===== config.mk =====
export PLATFORM = sky130hd
export DESIGN_NAME = disp_scan_sched_flat
export DESIGN_NICKNAME = d
export VERILOG_FILES = /design/src/rtl/disp_scan_sched_if.sv /design/src/rtl/disp_scan_sched.sv /design/src/flat_wrapper.sv
export SDC_FILE = /design/constraint.sdc
export NUM_CORES = 1
export LEC_CHECK = 0
export ABC_AREA = 1
export CELL_PAD_IN_SITES_DETAIL_PLACEMENT = 0
export CELL_PAD_IN_SITES_GLOBAL_PLACEMENT = 2
export CORE_UTILIZATION = 30
export DETAILED_ROUTE_END_ITERATION = 8
export GPL_TIMING_DRIVEN = 0
export PLACE_DENSITY = 0.88
export REMOVE_ABC_BUFFERS = 1
export SLEW_MARGIN = 20
export SYNTH_ARGS = -nofsm -noshare
export SYNTH_HDL_FRONTEND = slang
export SYNTH_SLANG_ARGS = --single-unit

===== constraint.sdc =====
create_clock -name clk_10Mhz -period 3.7 [get_ports clk_10Mhz]
set_clock_uncertainty 0.1 [all_clocks]
set_input_delay 0.74 -clock clk_10Mhz [delete_from_list [all_inputs] [get_ports clk_10Mhz]]
set_output_delay 0.74 -clock clk_10Mhz [all_outputs]
set_load 0.02 [all_outputs]

===== src/rtl/disp_scan_sched_if.sv =====
// Frame update port of the display scan scheduler: a 64-bit frame offered
// under a valid/ready handshake.
interface disp_scan_sched_if;
  logic [63:0] seg_data_in;
  logic        upd_valid;
  logic        upd_ready;

  modport master (
    output seg_data_in,
    output upd_valid,
    input  upd_ready
  );

  modport slave (
    input  seg_data_in,
    input  upd_valid,
    output upd_ready
  );
endinterface


===== src/rtl/disp_scan_sched.sv =====
// Eight-digit scan scheduler: blank guard + lit phase per digit, double-buffered frame
// committed only at frame end. Optional macro DISP_DIM_EN adds PWM dimming via dim.
module disp_scan_sched #(
  parameter int DIGIT_TICKS = 10000,
  parameter int BLANK_TICKS = 16
) (
  input  logic              clk_10Mhz,
  input  logic              reset,
`ifdef DISP_DIM_EN
  input  logic [3:0]        dim,
`endif
  disp_scan_sched_if.slave  upd,
  input  logic [7:0]        digit_en,
  output logic [63:0]       seg_data,
  output logic [7:0]        an_sel,
  output logic [2:0]        digit_idx,
  output logic              frame_done
);

  localparam int MAX_TICKS = (DIGIT_TICKS > BLANK_TICKS) ? DIGIT_TICKS : BLANK_TICKS;
  localparam int CNT_W     = $clog2(MAX_TICKS + 1);

  localparam logic [CNT_W-1:0] BLANK_LAST = CNT_W'(BLANK_TICKS - 1);
  localparam logic [CNT_W-1:0] DIGIT_LAST = CNT_W'(DIGIT_TICKS - 1);
  localparam logic [CNT_W-1:0] CNT_ONE    = CNT_W'(1);

  localparam logic [0:0] ST_BLANK = 1'b0;
  localparam logic [0:0] ST_ON    = 1'b1;

  generate
    if (BLANK_TICKS < 1 || DIGIT_TICKS < 1) begin : g_bad_params
      $error("disp_scan_sched: BLANK_TICKS and DIGIT_TICKS must both be >= 1");
    end
  endgenerate

  logic [0:0]       state_reg, state_next;
  logic [CNT_W-1:0] cnt_reg, cnt_next;
  logic [2:0]       idx_reg, idx_next;
  logic [7:0]       an_sel_reg, an_sel_next;
  logic             frame_done_reg, frame_done_next;
  logic [63:0]      seg_data_reg;
  logic [63:0]      shadow_reg;
  logic             pending_reg;
  logic             lit_next;
  logic             upd_ready_int;
  logic             xfer;

  always_comb begin
    state_next = state_reg;
    cnt_next   = cnt_reg + CNT_ONE;
    idx_next   = idx_reg;
    case (state_reg)
      ST_BLANK: begin
        if (cnt_reg == BLANK_LAST) begin
          state_next = ST_ON;
          cnt_next   = '0;
        end
      end
      default: begin
        if (cnt_reg == DIGIT_LAST) begin
          state_next = ST_BLANK;
          cnt_next   = '0;
          idx_next   = idx_reg + 3'd1;
        end
      end
    endcase
  end

`ifdef DISP_DIM_EN
  logic [3:0] pwm_cnt_reg;
  logic [3:0] pwm_next;

  assign pwm_next = pwm_cnt_reg + 4'd1;
  assign lit_next = (state_next == ST_ON) && (pwm_next <= dim);

  always_ff @(posedge clk_10Mhz) begin
    if (reset) begin
      pwm_cnt_reg <= 4'd0;
    end else begin
      pwm_cnt_reg <= pwm_next;
    end
  end
`else
  assign lit_next = (state_next == ST_ON);
`endif

  // an_sel is registered from the next-state view so it lines up with state_reg.
  generate
    for (genvar gi = 0; gi < 8; gi++) begin : g_an
      assign an_sel_next[gi] = ~(lit_next && (idx_next == 3'(gi)) && digit_en[gi]);
    end
  endgenerate

  assign frame_done_next = (state_next == ST_ON) && (cnt_next == DIGIT_LAST) &&
                           (idx_next == 3'd7);

  assign upd_ready_int = !pending_reg && !reset;
  assign xfer          = upd.upd_valid && upd_ready_int;

  always_ff @(posedge clk_10Mhz) begin
    if (reset) begin
      state_reg      <= ST_BLANK;
      cnt_reg        <= '0;
      idx_reg        <= 3'd0;
      an_sel_reg     <= 8'hFF;
      frame_done_reg <= 1'b0;
      seg_data_reg   <= '1;
      shadow_reg     <= '1;
      pending_reg    <= 1'b0;
    end else begin
      state_reg      <= state_next;
      cnt_reg        <= cnt_next;
      idx_reg        <= idx_next;
      an_sel_reg     <= an_sel_next;
      frame_done_reg <= frame_done_next;
      // A transfer needs an empty shadow, so it never coincides with a commit.
      if (xfer) begin
        shadow_reg  <= upd.seg_data_in;
        pending_reg <= 1'b1;
      end else if (frame_done_reg && pending_reg) begin
        seg_data_reg <= shadow_reg;
        pending_reg  <= 1'b0;
      end
    end
  end

  assign upd.upd_ready = upd_ready_int;
  assign seg_data      = seg_data_reg;
  assign an_sel        = an_sel_reg;
  assign digit_idx     = idx_reg;
  assign frame_done    = frame_done_reg;

endmodule

===== src/flat_wrapper.sv =====
// flat-port wrapper written by rule: the top's interface ports become plain ports
module disp_scan_sched_flat 
#(
  parameter int DIGIT_TICKS = 10000,
  parameter int BLANK_TICKS = 16
)
  (clk_10Mhz, reset, digit_en, seg_data, an_sel, digit_idx, frame_done, upd_seg_data_in, upd_upd_valid, upd_upd_ready);
  disp_scan_sched_if upd_i ();
  input  logic clk_10Mhz;
  input  logic reset;
  input  logic [7:0] digit_en;
  output logic [63:0] seg_data;
  output logic [7:0] an_sel;
  output logic [2:0] digit_idx;
  output logic frame_done;
  input wire logic [$bits(upd_i.seg_data_in)-1:0] upd_seg_data_in;
  input wire logic [$bits(upd_i.upd_valid)-1:0] upd_upd_valid;
  output wire logic [$bits(upd_i.upd_ready)-1:0] upd_upd_ready;
  assign upd_i.seg_data_in = upd_seg_data_in;
  assign upd_i.upd_valid = upd_upd_valid;
  assign upd_upd_ready = upd_i.upd_ready;
  disp_scan_sched #(.DIGIT_TICKS(DIGIT_TICKS), .BLANK_TICKS(BLANK_TICKS)) u_core (.clk_10Mhz(clk_10Mhz), .reset(reset), .upd(upd_i), .digit_en(digit_en), .seg_data(seg_data), .an_sel(an_sel), .digit_idx(digit_idx), .frame_done(frame_done));
endmodule

==> results by group, run 1 <==
Yosys
  • Main area contributors after synthesis: sky130_fd_sc_hd__dfxtp_1 (53%), sky130_fd_sc_hd__inv_1 (9.2%), sky130_fd_sc_hd__o211ai_1 (7.6%)
  • Sequential area share after synthesis: 52.66%
  • Syn Inst Count: 744
  • Proportion of netlist area held by the largest area contributor: 52.66%
  • Synthesized area per cell: 7.971 µm²
  • Synthesized cell area: 5931 µm²
  • Count of state elements after synthesis: 156
  • Synthesis Warnings: 0
  • Leading area contributor after synthesis: sky130_fd_sc_hd__dfxtp_1
  • Count of unique library cells instantiated by Yosys: 30

Setup path
  • Critical path arrival: 2410 ps
  • Critical register-to-register path endpoint: u_core.frame_done$_SDFF_PP0_
  • Slack of the worst reg-to-reg path: 1780 ps
  • Kind of end point of the critical path: primary output
  • Peak fanout along the critical path: 23
  • Number of cells on the worst reg-to-reg path: 10
  • Type of origin of the critical path: input port
  • Classification of the worst setup path: input port to primary output
  • Crit Reg-Reg Startpoint: u_core.cnt_reg[0]$_SDFF_PP0_
  • Worst path required time: 2860 ps

Placement
  • Final RePlAce weighted congestion: 0.7576
  • Instance area after placement: 7726 µm²
  • HPWL Detailed: 9.143 mm
  • Buffers added on ports: 151
  • Worst setup slack before clock tree synthesis: -6.189 ps
  • DP Cell Count: 1122

Clock tree
  • Deepest clock path buffer count: 2
  • TritonCTS clock tree: done
  • Quantity of hold-fixing buffers added after cts: 0
  • H-tree levels: 4
  • Number of clock sinks: 156
  • Clk pin slew, worst setup/hold paths: 70 ps
  • Clock Latency Late Sink: 420 ps
  • Clock Tree Root: sky130_fd_sc_hd__clkbuf_16
  • Num CTS Buffers: 17

Pwr
  • Worst IR Drop VDD: 0.2943 mV
  • Power after layout: 3676 µW
  • Static power due to leakage: 0.003946 µW
  • Pwr dens: 442.8 nW/µm²

Finish
  • # diodes: 0
  • Final standard cell count with taps included and fillers excluded: 1154
  • Nets: 953
  • Cell area after layout: 8303 µm²
  • Share of final-layout standard cells stronger than drive strength 1: 6.862%
  • Synth-to-layout area growth: 40.00%

STA
  • Max-slew headroom at the worst pin: 33.87%
  • Setup violations, final: 0
  • Total count of max-transition violations in the final report: 0
  • Final number of hold-violating endpoints: 0
  • Final min period: 3251 ps
  • Period utilization: 87.88%
  • Unrepaired setup endpoints after global routing: no
  • Hold_ws: 353.2 ps
  • Least-Margin Pin Slew: 992.0 ps
  • Upper clock frequency limit: 0.3076 GHz
  • Fin worst setup slack: 448.6 ps

Run status
  • Outcome: completed

Hold path
  • Hold path endpoint: u_core.seg_data[61]$_SDFFE_PP1P_
  • Number of instances on the worst hold path: 2
  • Worst hold-check path type: flop to flop
  • Launch point of the worst hold path: u_core.shadow_reg[61]$_SDFFE_PP1P_

Drt
  • Number of DRC violations after detailed-routing iteration 0: 176
  • Remaining routing DRC violations: 0
  • Routed WL: 13.83 mm
  • Mean number of vias per cell: 4.200
  • DRT Pass-1 Iters: 4
  • Detail-routed net length per standard cell: 11.98 µm
  • Via count of the routed design: 4847
  • Residual antenna-violating net count after detailed routing: 0

Die
  • Area of the core: 19400 µm²
  • # IOs: 152
  • Die outline area: 20330 µm²
  • Num rows: 51
  • Die W: 142.6 µm
  • Vert. Die Dim: 142.6 µm
  • Effective utilization at floorplan: 30.57%

Flow run
  • # Max-Cap Violations: 0

GRT
  • Sum of overflow across all layers after global routing: 0
  • Antenna violations before repair: 0
  • Global-route wire length before repair: 22.16 mm
  • Vias in the first global route: 4387
  • Pin count of the biggest net entering global routing: 104
  • Total global-route track usage: 14.05%
==> cells in the mapped netlist <==
cell type / number
sky130_fd_sc_hd__a21o_1: 1
sky130_fd_sc_hd__clkbuf_1: 28
sky130_fd_sc_hd__inv_1: 146
sky130_fd_sc_hd__xor2_1: 5
sky130_fd_sc_hd__nand3b_1: 1
sky130_fd_sc_hd__nor3_4: 1
sky130_fd_sc_hd__buf_2: 4
sky130_fd_sc_hd__nand4_1: 3
sky130_fd_sc_hd__o21ai_0: 66
sky130_fd_sc_hd__or2_2: 1
sky130_fd_sc_hd__dfxtp_1: 156
sky130_fd_sc_hd__nand2_4: 1
sky130_fd_sc_hd__nand2_2: 6
sky130_fd_sc_hd__inv_2: 3
sky130_fd_sc_hd__nor2_2: 4
sky130_fd_sc_hd__nor3_1: 4
sky130_fd_sc_hd__nor3_2: 1
sky130_fd_sc_hd__xnor2_1: 1
sky130_fd_sc_hd__buf_1: 10
sky130_fd_sc_hd__nor2_1: 35
sky130_fd_sc_hd__nand3_2: 1
sky130_fd_sc_hd__nand3_1: 87
sky130_fd_sc_hd__o211ai_1: 60
sky130_fd_sc_hd__o21ai_4: 1
sky130_fd_sc_hd__nand2_1: 106
sky130_fd_sc_hd__a21oi_1: 4
sky130_fd_sc_hd__nor2_4: 4
sky130_fd_sc_hd__ha_1: 2
sky130_fd_sc_hd__nor4_1: 1
sky130_fd_sc_hd__o21ai_1: 1
==> per-stage QoR <==
stage | setup TNS, ps | util, %
after floorplan | 0 | -
after global placement | -162440 | 39.24
after detailed placement | -6.189 | 39.83
after CTS | 0 | 42.80
after global routing | 0 | 42.80
final | 0 | 42.80
==> worst max path at each step <==
stage               start                            endpoint  depth (start not counted)
global route        reset                       upd_upd_ready                          3
global placement    reset  u_core.shadow_reg[39]$_SDFFE_PP1P_                          6
detailed placement  reset                       upd_upd_ready                          3
CTS                 reset                       upd_upd_ready                          3
floorplan           reset   u_core.shadow_reg[0]$_SDFFE_PP1P_                          4
finish              reset                       upd_upd_ready                          3
==> where the power goes <==
group | leakage (µW) | switching (µW) | internal [µW] | total (µW)
clock network | 0.000280 | 786 | 900 | 1690
logic | 0.00239 | 122 | 115 | 236
registers | 0.00127 | 16.7 | 1740 | 1750
==> cell usage in the layout, fill, tap and decap left out, types with 2 or more instances in the layout <==
master	instances
sky130_fd_sc_hd__o211ai_1	60
sky130_fd_sc_hd__inv_2	2
sky130_fd_sc_hd__a21oi_1	4
sky130_fd_sc_hd__nand3_1	87
sky130_fd_sc_hd__clkbuf_16	17
sky130_fd_sc_hd__buf_12	2
sky130_fd_sc_hd__clkdlybuf4s50_1	150
sky130_fd_sc_hd__nand2_2	6
sky130_fd_sc_hd__inv_8	5
sky130_fd_sc_hd__buf_16	2
sky130_fd_sc_hd__nor2_2	4
sky130_fd_sc_hd__inv_1	146
sky130_fd_sc_hd__nand2_4	3
sky130_fd_sc_hd__inv_6	5
sky130_fd_sc_hd__nand4_1	3
sky130_fd_sc_hd__clkinv_8	2
sky130_fd_sc_hd__o21ai_0	66
sky130_fd_sc_hd__dfxtp_1	156
sky130_fd_sc_hd__ha_1	2
sky130_fd_sc_hd__nand2_1	104
sky130_fd_sc_hd__nor2_4	4
sky130_fd_sc_hd__nor3_1	4
sky130_fd_sc_hd__nor2_1	35
sky130_fd_sc_hd__clkinvlp_4	2
sky130_fd_sc_hd__xor2_1	5
==> routing by layer <==
layer,track usage (%),part of all wire [%],up-vias
met1,18.48,50,2075
met3,4.374,6.2,12
met2,21.34,43,120
met4,5.433,1.1,0
li1,-,-,2640
met5,0,0,-
==> timing repair <==
action,in CTS,in global routing
endpoints found under the setup margin,1,0
gates resized for setup,1,0
buffers inserted,0,0
==> kinds of logic (layout without fill, tap and decap cells) <==
group,Yosys count,in the layout,synth area share (%)
compound gates,133,133,13.99
xor+xnor,6,6,0.8861
fa+ha+maj,2,2,0.4219
buf+inv,191,336,12.17
flops,156,156,52.66
simple gates,256,256,19.87
==> worst max-delay path, stage by stage <==
cell and delay (ps):
sky130_fd_sc_hd__dlygate4sd2_1 860, sky130_fd_sc_hd__nor2_1 200, sky130_fd_sc_hd__clkdlybuf4s50_1 610
==> layout make-up <==
class / instances / area, µm²
Fill cell: 1998 / 11100
Tap cell: 265 / 331.6
Timing Repair Buffer: 155 / 1605
Sequential cell: 156 / 3123
Clock inverter: 15 / 152.6
Clock buffer: 17 / 425.4
Inverter: 149 / 564.3
Multi-Input combinational cell: 397 / 2101
Power figures use the tool's default switching activity.
==> run 2: changes to the inputs <==
- CTS_CLUSTER_SIZE: unset -> 20
==> results of run 2 <==
The final DEF is identical to that of run 1; final timing and power are the same.
==> edit 1 (settings of run 1) <==
`BLANK_TICKS` is set to 16 in 2 places; all go to 32.
--- a/src/rtl/disp_scan_sched.sv
+++ b/src/rtl/disp_scan_sched.sv
@@ -2,7 +2,7 @@
 // committed only at frame end. Optional macro DISP_DIM_EN adds PWM dimming via dim.
 module disp_scan_sched #(
   parameter int DIGIT_TICKS = 10000,
-  parameter int BLANK_TICKS = 16
+  parameter int BLANK_TICKS = 32
 ) (
   input  logic              clk_10Mhz,
   input  logic              reset,
--- a/src/flat_wrapper.sv
+++ b/src/flat_wrapper.sv
@@ -2,7 +2,7 @@
 module disp_scan_sched_flat 
 #(
   parameter int DIGIT_TICKS = 10000,
-  parameter int BLANK_TICKS = 16
+  parameter int BLANK_TICKS = 32
 )
   (clk_10Mhz, reset, digit_en, seg_data, an_sel, digit_idx, frame_done, upd_seg_data_in, upd_upd_valid, upd_upd_ready);
   disp_scan_sched_if upd_i ();
Formal check against the unedited RTL: same outputs for any inputs over 10 cycles, from zero or initial values and one cycle with reset high; that may be too few to reach the edited logic, so the function may still have changed.
==> edit 1 against run 1 <==
Setup slack lost 0.26 ns; sequential share of layout area rose by 0.13 points; sequential cell count unchanged; total power rose by 0.98%; design area decreased by 0.33%; routed wire length up 0.46%; critical path type unchanged; area after synthesis decreased by 0.23%; maximum frequency shrank 7.4%; highest routed layer unchanged; core utilization shrank 0.14 points; cell count is essentially flat.
==> edit 1: results (changes against run 1) <==
----------------------------------------------------
[Status]
  Outcome ... finished, final reports clean

[Synth]
  Number of cells produced by synthesis ... 746 (+0.27%)
  Xor/xnor cell area share of the yosys netlist ... 1.04% (+0.15 points)
  Ranking of synthesized cells by area ... dfxtp_1 53%, inv_1 9.5%, o211ai_1 7.6%, nand2_1 7.2%, nand3_1 7.1%
  Fraction of the mapped netlist area in compound gates ... 13.4% (-0.54 points)
  Share of synthesized area occupied by flip-flops and latches ... 52.8% (+0.12 points)
  Number of distinct library cells after synthesis ... 24 (-20%)

[Global routing]
  Maximum number of pins on one net before global-route repair ... 82 (-21%)
  GR met3 Demand/Resource ... 3.94% (-0.44 points)
  Met2 routing resource usage after global routing ... 21.5% (+0.18 points)
  Global Route met1 Usage ... 19.6% (+1.1 points)
  Gr usage total ... 14.3% (+0.27 points)

[Power and ir drop]
  Leakage Power ... 3.94 nW (-0.11%)

[Route]
  Final routed wire length divided by cell count ... 12.0 µm (+0.38%)
  Number of DRC violations after detailed-routing iteration 0 ... 172 (-2.3%)
  Total routed wire length on the met1 layer ... 7040 µm (+1.8%)
  Drt pass-1 iters ... 6 (+2)

[Cells and area]
  NumNets Final ... 954 (+0.10%)
  Number of fillers in the final layout ... 2053 (+2.8%)
  Share of cells above drive strength 1 ... 5.84% (-1.0 points)

[Place]
  Area after detailed placement ... 7690 µm² (-0.44%)
  Final weighted congestion in routability-driven placement ... 0.766 (+1.1%)
  Setup slack at placement ... 0.167 ns (+0.173 ns)

[Setup path]
  Crit Path Max Fanout ... 17 (-26%)
  Delay contributed by the slowest stage of the critical path ... 0.84 ns (-0.02 ns)
  Endpoint of the most critical register-to-register path ... u_core.an_sel[5]$_SDFF_PP1_
  CP Data Arrival Time ... 2.67 ns (+0.26 ns)

[Clocking]
  Cts repair resizes ... 0 (-1)

[STA]
  Worst path setup slack after routing ... 0.187 ns (-0.262 ns)

----------------------------------------------------
-- edit 1: changes by cell type after synthesis, moves of 3 or more --
cell,run 1,this run
clkbuf_1,28,19
nand2_1,106,114
buf_2,4,10
inv_1,146,150
buf_1,10,13
nand3_1,87,84
nand4_1,3,6
-- edit 1: final cells by class --
type | instances | area share (%)
Clock inverter | 14 | 1.86
Tap cell | 265 | 4.01
Timing Repair Buffer | 154 | 19.3
Sequential cell | 156 | 37.7
Multi-Input combinational cell | 397 | 25.0
Inverter | 151 | 6.91
Clock buffer | 18 | 5.19
-- edit 1: power groups by stage --
stage | combinational (mW) | sequential (mW) | clock (mW)
6_report | 0.234 | 1.76 | 1.72
5_1_grt | 0.268 | 1.76 | 1.84
4_1_cts | 0.238 | 1.75 | 1.78
3_5_place_dp | 0.236 | 1.79 | 0
3_3_place_gp | 0.230 | 1.79 | 0
2_1_floorplan | 0.115 | 1.79 | 0
==> edit 2 (settings of run 1) <==
Made on the original files. Put one more register stage on the output `seg_data`. The value now appears one clock later. The other outputs are not delayed to match.
--- a/src/rtl/disp_scan_sched.sv
+++ b/src/rtl/disp_scan_sched.sv
@@ -125,7 +125,9 @@
   end
 
   assign upd.upd_ready = upd_ready_int;
-  assign seg_data      = seg_data_reg;
+  always_ff @(posedge clk_10Mhz) begin
+    seg_data <= seg_data_reg;
+  end
   assign an_sel        = an_sel_reg;
   assign digit_idx     = idx_reg;
   assign frame_done    = frame_done_reg;
Function: changed (Yosys sat finds a counterexample within 4 cycles, from zero or initial values and one cycle with reset high).
==> edit 2 against run 1 <==
Die area grew 21%; register-to-register slack lost 0.06 ns; count of clock-buffer cells in the layout grew 19; setup slack gained 0.27 ns; highest routed layer unchanged; non-clock buffer count shrank 1; design area grew 18%; routed wire length grew 20%; sequential cell count grew 64; area after synthesis grew 22%; total power grew 36%; via count grew 15%; synthesized cell count grew 16%.
==> edit 2: results (changes against run 1) <==
----------------------------------------------------
[Clocking]
  Cts repair resizes ... 0 (-1)
  Number of H-tree levels ... 1 (-3)
  Maximum root-to-sink buffer count ... 3 (+1)
  Worst skew pair latency ... 0.52 ns (+0.10 ns)

[Setup path]
  Critical Path Slowest Stage Cell ... clkdlybuf4s50_1
  CP Data Arrival Time ... 2.14 ns (-0.27 ns)
  Delay contributed by the slowest stage of the critical path ... 0.65 ns (-0.21 ns)
  Crit Path Max Fanout ... 45 (+96%)

[Route]
  Average via count per standard cell ... 4.18 (-0.37%)
  Final routed wire length divided by cell count ... 12.5 µm (+4.0%)
  Number of DRC violations after detailed-routing iteration 0 ... 242 (+38%)

[Synth]
  Share of synthesized area occupied by flip-flops and latches ... 61.1% (+8.4 points)
  Average cell area after synthesis ... 8.32 µm² (+4.4%)
  Number of distinct library cells after synthesis ... 31 (+3.3%)
  Cell types with the highest counts after synthesis ... 221 x nand2_1, 220 x dfxtp_1, 94 x nor2_1

[Cells and area]
  NumNets Final ... 1080 (+13%)
  Number of fillers in the final layout ... 2425 (+21%)
  Post-Layout Cell Count ... 1337 (+16%)
  Share of cells above drive strength 1 ... 6.29% (-0.57 points)

[Power and ir drop]
  Leakage Power ... 4.14 nW (+5.0%)
  Maximum vdd ir drop ... 0.254 mV (-14%)

[Status]
  Outcome ... finished, final reports clean

[Global routing]
  Maximum number of pins on one net before global-route repair ... 70 (-33%)
  Gr usage total ... 13.8% (-0.28 points)

[STA]
  Actual transition at the worst max-transition pin ... 0.687 ns (-0.305 ns)

[Place]
  Detailed-placement wirelength estimate ... 10100 µm (+11%)

----------------------------------------------------
[edit 2: layer usage]
metal  GRT usage, %  routed length [µm]
met1           17.6                7960
met2           23.1                7450
met3           2.92                 843
met4           4.30                 412
met5              0                   0
[edit 2: metrics by stage]
stage / area [µm²] / util, % / TNS [ns] / power, mW / worst slack (ns)
CTS: 9820 / 41.7 / 0 / 5.10 / 0.685
global placement: 8950 / 38.0 / -578.69 / 2.73 / -4.74
detailed placement: 9040 / 38.4 / 0 / 2.74 / 0.690
global route: 9820 / 41.7 / 0 / 5.22 / 0.627
finish: 9820 / 41.7 / 0 / 5.01 / 0.716
floorplan: 7040 / - / 0 / 2.60 / 0.318
[edit 2: logic make-up (layout without fill, tap and decap cells)]
family	Yosys count	in the layout	share of synthesized area, %
AND/OR/NAND/NOR	427	427	25.2
flip-flops	220	220	61.1
buffers and inverters	135	287	7.10
AO/OA/AOI/OAI	76	76	5.57
XOR/XNOR	6	6	0.729
adder cells (fa/ha/maj)	2	2	0.347
[edit 2: area by class of cell]
class / instances / share of cell area [%]
clock buffers: 36 / 7.29
repair buffers: 154 / 16.0
flip-flops and latches: 220 / 44.8
multi-input cells: 511 / 23.5
clock inverters: 5 / 0.662
inverters: 92 / 3.62
well taps: 319 / 4.06
[edit 2: path summary, 6_finish.rpt]
check,slack (ns),to,startpoint,cells after the start
min,0.24,u_core.seg_data[48]$_DFF_P_,u_core.seg_data_reg[48]$_SDFFE_PP1P_,0
max reg2reg,1.72,u_core.seg_data_reg[37]$_SDFFE_PP1P_,u_core.frame_done$_SDFF_PP0_,5
max,0.72,upd_upd_ready,reset,4
min reg2reg,0.24,u_core.seg_data[48]$_DFF_P_,u_core.seg_data_reg[48]$_SDFFE_PP1P_,0
[edit 2: report_power, final]
| part | total [mW] | switching [mW] | internal [mW] |
|---|---|---|---|
| registers | 2.46 | 0.0291 | 2.43 |
| clock network | 2.33 | 0.929 | 1.40 |
| logic | 0.223 | 0.110 | 0.113 |
